**src/rtl/arashi_mem_rr.sv**
```systemverilog
// Cache-to-thread return buffer: single-writer FIFO drained by a round-robin arbiter over THREAD_NUM readers.
// Optional feature macro: ARASHI_MEM_BYPASS_EN (empty-FIFO write goes straight to the output register).
module arashi_mem_rr #(
    parameter int DATA_WIDTH = 32,
    parameter int THREAD_NUM = 4,
    parameter int MEM_WIDTH  = 4,
    parameter int AFULL_LVL  = 12
) (
    input  logic                             clk,
    input  logic                             rstn,
    input  logic                             wr_valid,
    input  logic [DATA_WIDTH-1:0]            wr_data,
    output logic                             wr_ready,
    input  logic [THREAD_NUM-1:0]            r_ena,
    output logic [THREAD_NUM-1:0]            r_ready,
    output logic [DATA_WIDTH*THREAD_NUM-1:0] data_out,
    output logic [MEM_WIDTH:0]               count,
    output logic                             empty,
    output logic                             full,
    output logic                             almost_full
);

    localparam int DEPTH = 1 << MEM_WIDTH;
    localparam int TW    = (THREAD_NUM > 1) ? $clog2(THREAD_NUM) : 1;
    localparam logic [MEM_WIDTH:0]   DEPTH_C = (MEM_WIDTH+1)'(DEPTH);
    localparam logic [MEM_WIDTH:0]   AFULL_C = (MEM_WIDTH+1)'(AFULL_LVL);
    localparam logic [MEM_WIDTH:0]   CNT_ONE = (MEM_WIDTH+1)'(1);
    localparam logic [MEM_WIDTH-1:0] PTR_ONE = MEM_WIDTH'(1);

    logic [DATA_WIDTH-1:0]            mem_q [DEPTH];
    logic [MEM_WIDTH-1:0]             wptr_q, wptr_d;
    logic [MEM_WIDTH-1:0]             rptr_q, rptr_d;
    logic [MEM_WIDTH:0]               count_q, count_d;
    logic [TW-1:0]                    rr_last_q, rr_last_d;
    logic [THREAD_NUM-1:0]            r_ready_q, r_ready_d;
    logic [DATA_WIDTH*THREAD_NUM-1:0] data_out_q, data_out_d;

    logic                  push, push_store, pop, grant, grant_any, bypass;
    logic [TW-1:0]         winner, scan_idx;
    logic [DATA_WIDTH-1:0] pop_word;

    assign empty       = (count_q == '0);
    assign full        = (count_q == DEPTH_C);
    assign almost_full = (count_q >= AFULL_C);
    assign wr_ready    = !full;
    assign count       = count_q;
    assign r_ready     = r_ready_q;
    assign data_out    = data_out_q;

    assign push = wr_valid & wr_ready;

`ifdef ARASHI_MEM_BYPASS_EN
    assign bypass = empty & push & (|r_ena);
`else
    assign bypass = 1'b0;
`endif

    // First requester after the last winner, wrapping modulo THREAD_NUM.
    always_comb begin
        grant_any = 1'b0;
        winner    = '0;
        scan_idx  = '0;
        for (int k = 1; k <= THREAD_NUM; k++) begin
            scan_idx = TW'((int'(rr_last_q) + k) % THREAD_NUM);
            if (!grant_any && r_ena[scan_idx]) begin
                grant_any = 1'b1;
                winner    = scan_idx;
            end
        end
    end

    assign grant      = grant_any & (!empty | bypass);
    assign pop        = grant & !bypass;
    assign push_store = push & !bypass;
    assign pop_word   = bypass ? wr_data : mem_q[rptr_q];

    always_comb begin
        wptr_d     = push_store ? wptr_q + PTR_ONE : wptr_q;
        rptr_d     = pop ? rptr_q + PTR_ONE : rptr_q;
        count_d    = count_q;
        rr_last_d  = grant ? winner : rr_last_q;
        r_ready_d  = '0;
        data_out_d = '0;
        case ({push_store, pop})
            2'b10:   count_d = count_q + CNT_ONE;
            2'b01:   count_d = count_q - CNT_ONE;
            default: count_d = count_q;
        endcase
        if (grant) begin
            r_ready_d[winner] = 1'b1;
            data_out_d[int'(winner)*DATA_WIDTH +: DATA_WIDTH] = pop_word;
        end
    end

    always_ff @(posedge clk or negedge rstn) begin
        if (!rstn) begin
            wptr_q     <= '0;
            rptr_q     <= '0;
            count_q    <= '0;
            rr_last_q  <= TW'(THREAD_NUM - 1);
            r_ready_q  <= '0;
            data_out_q <= '0;
        end else begin
            wptr_q     <= wptr_d;
            rptr_q     <= rptr_d;
            count_q    <= count_d;
            rr_last_q  <= rr_last_d;
            r_ready_q  <= r_ready_d;
            data_out_q <= data_out_d;
        end
    end

    // Storage is intentionally not reset; occupancy alone defines what is valid.
    always_ff @(posedge clk) begin
        if (push_store) begin
            mem_q[wptr_q] <= wr_data;
        end
    end

endmodule

```
**config.mk**
```make
export PLATFORM = sky130hd
export DESIGN_NAME = arashi_mem_rr
export DESIGN_NICKNAME = d
export VERILOG_FILES = /design/src/rtl/arashi_mem_rr.sv
export SDC_FILE = /design/constraint.sdc
export NUM_CORES = 1
export LEC_CHECK = 0
export BUFFER_PORTS_ARGS = -buffer_cell sky130_fd_sc_hd__clkbuf_2
export CAP_MARGIN = 30
export CORE_UTILIZATION = 45
export DETAILED_ROUTE_END_ITERATION = 16
export SLEW_MARGIN = 15
export SYNTH_ARGS = -nofsm -noshare
export SYNTH_HDL_FRONTEND = slang
export SYNTH_SLANG_ARGS = --single-unit
export TNS_END_PERCENT = 1
```
**constraint.sdc**
```tcl
create_clock -name clk -period 8.2 [get_ports clk]
set_input_delay 1.64 -clock clk [delete_from_list [all_inputs] [get_ports clk]]
set_output_delay 1.64 -clock clk [all_outputs]
set_load 0.1 [all_outputs]
```
==> key figures <==
Run status
  • Status: complete, no violations

Placed design
  • Placed instance count: 2031
  • Dpl cell area: around 26000 sq um
  • Setup WS pre-CTS: 3920 ps
  • Placer congestion estimate: 0.782
  • Hpwl dp: between 20 and 30 mm
  • I/O Buffers: 179

Yosys
  • Largest cells by area after synthesis: edfxtp_1 (63%), dfrtp_1 (15%), mux4_2 (12%)
  • Top-area cell type share of the netlist area: ~63%
  • Seq/Total Area, Yosys: around four fifths
  • Distinct cells, synth: 45
  • Synthesized instance count: 1195
  • Number of synthesized flops with an enable pin: ~510
  • Post-synth top flop: edfxtp_1
  • Post-synth ARST share: 22.3%
  • Flops & latches, synth: 659
  • Synth area leader: edfxtp_1
  • Netlist Area Pre-Place: about 24000 sq um
  • Syn Nets: between 1000 and 1500
  • Syn avg cell area: 20.4 sq um
  • Synthesis Warnings: 0

Global routing
  • Pin count of the biggest net entering global routing: 109
  • Initial antenna violation count: 0
  • Number of global-route vias before repair: 12100
  • First-pass GRT wire length: 76.2 mm
  • Tot GR Track Use: 19.0%
  • Total grt overflow: 0

Route
  • Drt initial violations: 906
  • Post-DRT Antenna Nets: 0
  • DRC: 0
  • Mean routed wirelength per cell: 23.7 microns
  • 1st-pass router iterations: 5
  • Detailed Route WL: 50.9 mm
  • Avg Vias per Cell: approximately 5.5
  • Via count: approximately 12000

Setup path
  • Crit-path cells: nor4_2, nand2_1, inv_1, clkbuf_2
  • Kind of critical path: flop to output port
  • Max stage delay on crit path: 700 ps
  • Critical Path Start Type: flop
  • Slowest-stage cell, CP: nor4_2
  • Setup crit end kind: output port
  • Worst reg2reg path depth: 6
  • CP Depth: 4
  • Worst EP arrival: 2510 ps
  • CP Buf/Inv Count: 2
  • Cell family with most CP delay: simple AND/OR/NAND/NOR gates
  • Worst Path Max Fanout: 8
  • Critical path data required time: 6560 ps

Power
  • Power Internal: 6.91 mW
  • Clock group share of total power: 27.9%
  • Cell Pwr Density: 379 nW/um^2
  • Net Sw Power: 3.87 mW
  • Total Power: 10.8 mW
  • Net Sw Frac: 35.9%
  • Static leakage: ~10 nW
  • Gate power share: roughly a third
  • Reg power frac: 39.1%
  • VDD IR-drop max: around 0.00024 V

Finish
  • Share of post-route cells with drive strength above 1: 34.0%
  • Final Core Density: 53.7%
  • Area Growth Syn to Fin: 16.9%
  • Diode count: 0
  • Layout fillers: 4100
  • Sequential Area: 19100 sq um
  • Nets@finish: 1466
  • Area of the multi-input gates: 5070 sq um
  • Final cell count without fillers: 2151
  • Fin area: 28400 sq um

STA
  • Tmin final: a little over 4000 ps
  • Slew at the pin closest to its max-slew limit: between 900 and 1000 ps
  • Final Max Slew Viols: 0
  • Fmax: approximately 240 MHz
  • Minimum hold slack: between 500 and 600 ps
  • Clock Skew: between 20 and 25 ps
  • Period utilization: 50.7%
  • Unrepaired setup endpoints after global routing: no
  • Final Worst Setup Slack: approximately 4000 ps
  • Setup TNS: 0 ps
  • Final setup vio count: 0
  • Hold Vio Cnt, Final: 0
  • Slew HR: 38.1%

CTS
  • CTS Buf Count: 67
  • Max Buffers Root-to-Sink: 3
  • Clock Sinks: 659
  • CTS Hold Buffers Added: 0
  • Skew-Pair Late Insertion Delay: around 600 ps
  • TritonCTS clock tree: done
  • Clk root buf: clkbuf_16
  • Post-CTS sizing: 0
  • Number of setup buffers added after CTS: 0
  • H-tree depth: 3
  • Clock slew at reported path FFs: 60 ps

Floorplan
  • Total die area: 55000 sq um
  • Row count: 84
  • Die width: 235 microns
  • Die height: 235 microns
  • Num ports: 180
  • Starting Density: 45.9%
  • Core area: 53000 sq um

Worst hold path
  • Hold path cells: 2
  • HP Class: flop to flop

Flow run
  • Max-Cap Viols: 0
## cells in the mapped netlist, types with 2 or more instances
library cell and count:
nand4b_1 2, nand4_1 2, nor2_2 32, nand2b_1 4, mux2_2 3, a21oi_1 6, buf_1 11, xnor2_1 7
clkbuf_1 33, buf_4 3, edfxtp_1 512, nand2_1 10, a22o_1 64, inv_1 9, nor2b_1 4, buf_2 8
a211oi_1 2, nor2_1 146, o21ai_0 6, buf_6 8, xor2_1 4, ha_1 14, nor3_1 4, dfrtp_1 145
dfstp_2 2, mux4_2 128, and2_1 8
## tightest hold or removal path: cells and delay by family, from the launching register on
kind / cells / cell delay, ps
AOI/OAI and AO/OA: 1 / 60
DFF: 1 / 400
and+or+nand+nor: 1 / 110
## final cells by class
type                    instances  area share [%]
inverters                       9           0.119
clock buffers                  90            6.58
flip-flops and latches        659            67.0
clock inverters                29            1.05
multi-input cells             464            17.8
repair buffers                212            4.37
well taps                     688            3.03
## final timing paths
check	from	to	slack, ps
worst max-delay path	count[1]	full	4050
max in group asynchronous	rstn	data_out[46]	6100
worst min-delay path	rr_last_q[0]	rr_last_q[0]	570
min in group asynchronous	rstn	count[0]	1030
worst min register to register	rr_last_q[0]	rr_last_q[0]	570
worst max register to register	rptr_q[2]	data_out[103]	4660
## sequential cells by signal (all words and copies together), names as in the netlist
signal,cells
wptr_q,4
data_out,128
r_ready,4
rr_last_q,2
mem_q,512
rptr_q,4
count,5
## cell families (layout without fill, tap and decap cells)
| kind of cell | Yosys count | in the layout | share of synthesized area, % |
|---|---|---|---|
| and+or+nand+nor | 216 | 216 | 3.99 |
| muxes | 132 | 132 | 12.0 |
| adders and majority gates | 14 | 14 | 0.720 |
| DFF | 659 | 659 | 78.3 |
| buffers and inverters | 72 | 340 | 1.45 |
| AOI/OAI and AO/OA | 91 | 91 | 3.09 |
| xor gates and xnor gates | 11 | 11 | 0.396 |
## per-layer routing
| metal | share of wire, % | track usage (%) | wire length (microns) | up-vias |
|---|---|---|---|---|
| met5 | 0 | 0 | 0 | - |
| met4 | 2.0 | 6.17 | 1010 | 0 |
| met3 | 5.1 | 3.03 | 2610 | 70 |
| met2 | 47 | 29.6 | 24000 | 343 |
| met1 | 46 | 27.6 | 23200 | 6184 |
| li1 | - | - | - | 5137 |
## power groups by stage
stage	clock [mW]	combinational [mW]	sequential (mW)
floorplan	0	1.90	4.98
global placement	0	3.54	4.28
detailed placement	0	3.59	4.29
CTS	3.08	3.60	4.22
global route	3.19	3.78	4.26
finish	3.00	3.56	4.22
## layout by cell type, fill, tap and decap left out, types with 5 or more instances in the layout
cell type  count
a22o_1        64
xnor2_1        7
edfxtp_1     512
bufinv_16      5
and2_1         8
nand2_1       10
ha_1          14
o21ai_0        6
nor2_1       133
clkinv_2       8
inv_1          9
nor2_2        32
dfrtp_1      143
clkbuf_2     178
nor2_4        13
clkbuf_1      15
a21oi_1        6
clkbuf_16     70
clkinv_1       8
buf_4         28
mux4_2       128
Note: power is estimated with default switching activity, not from simulation.
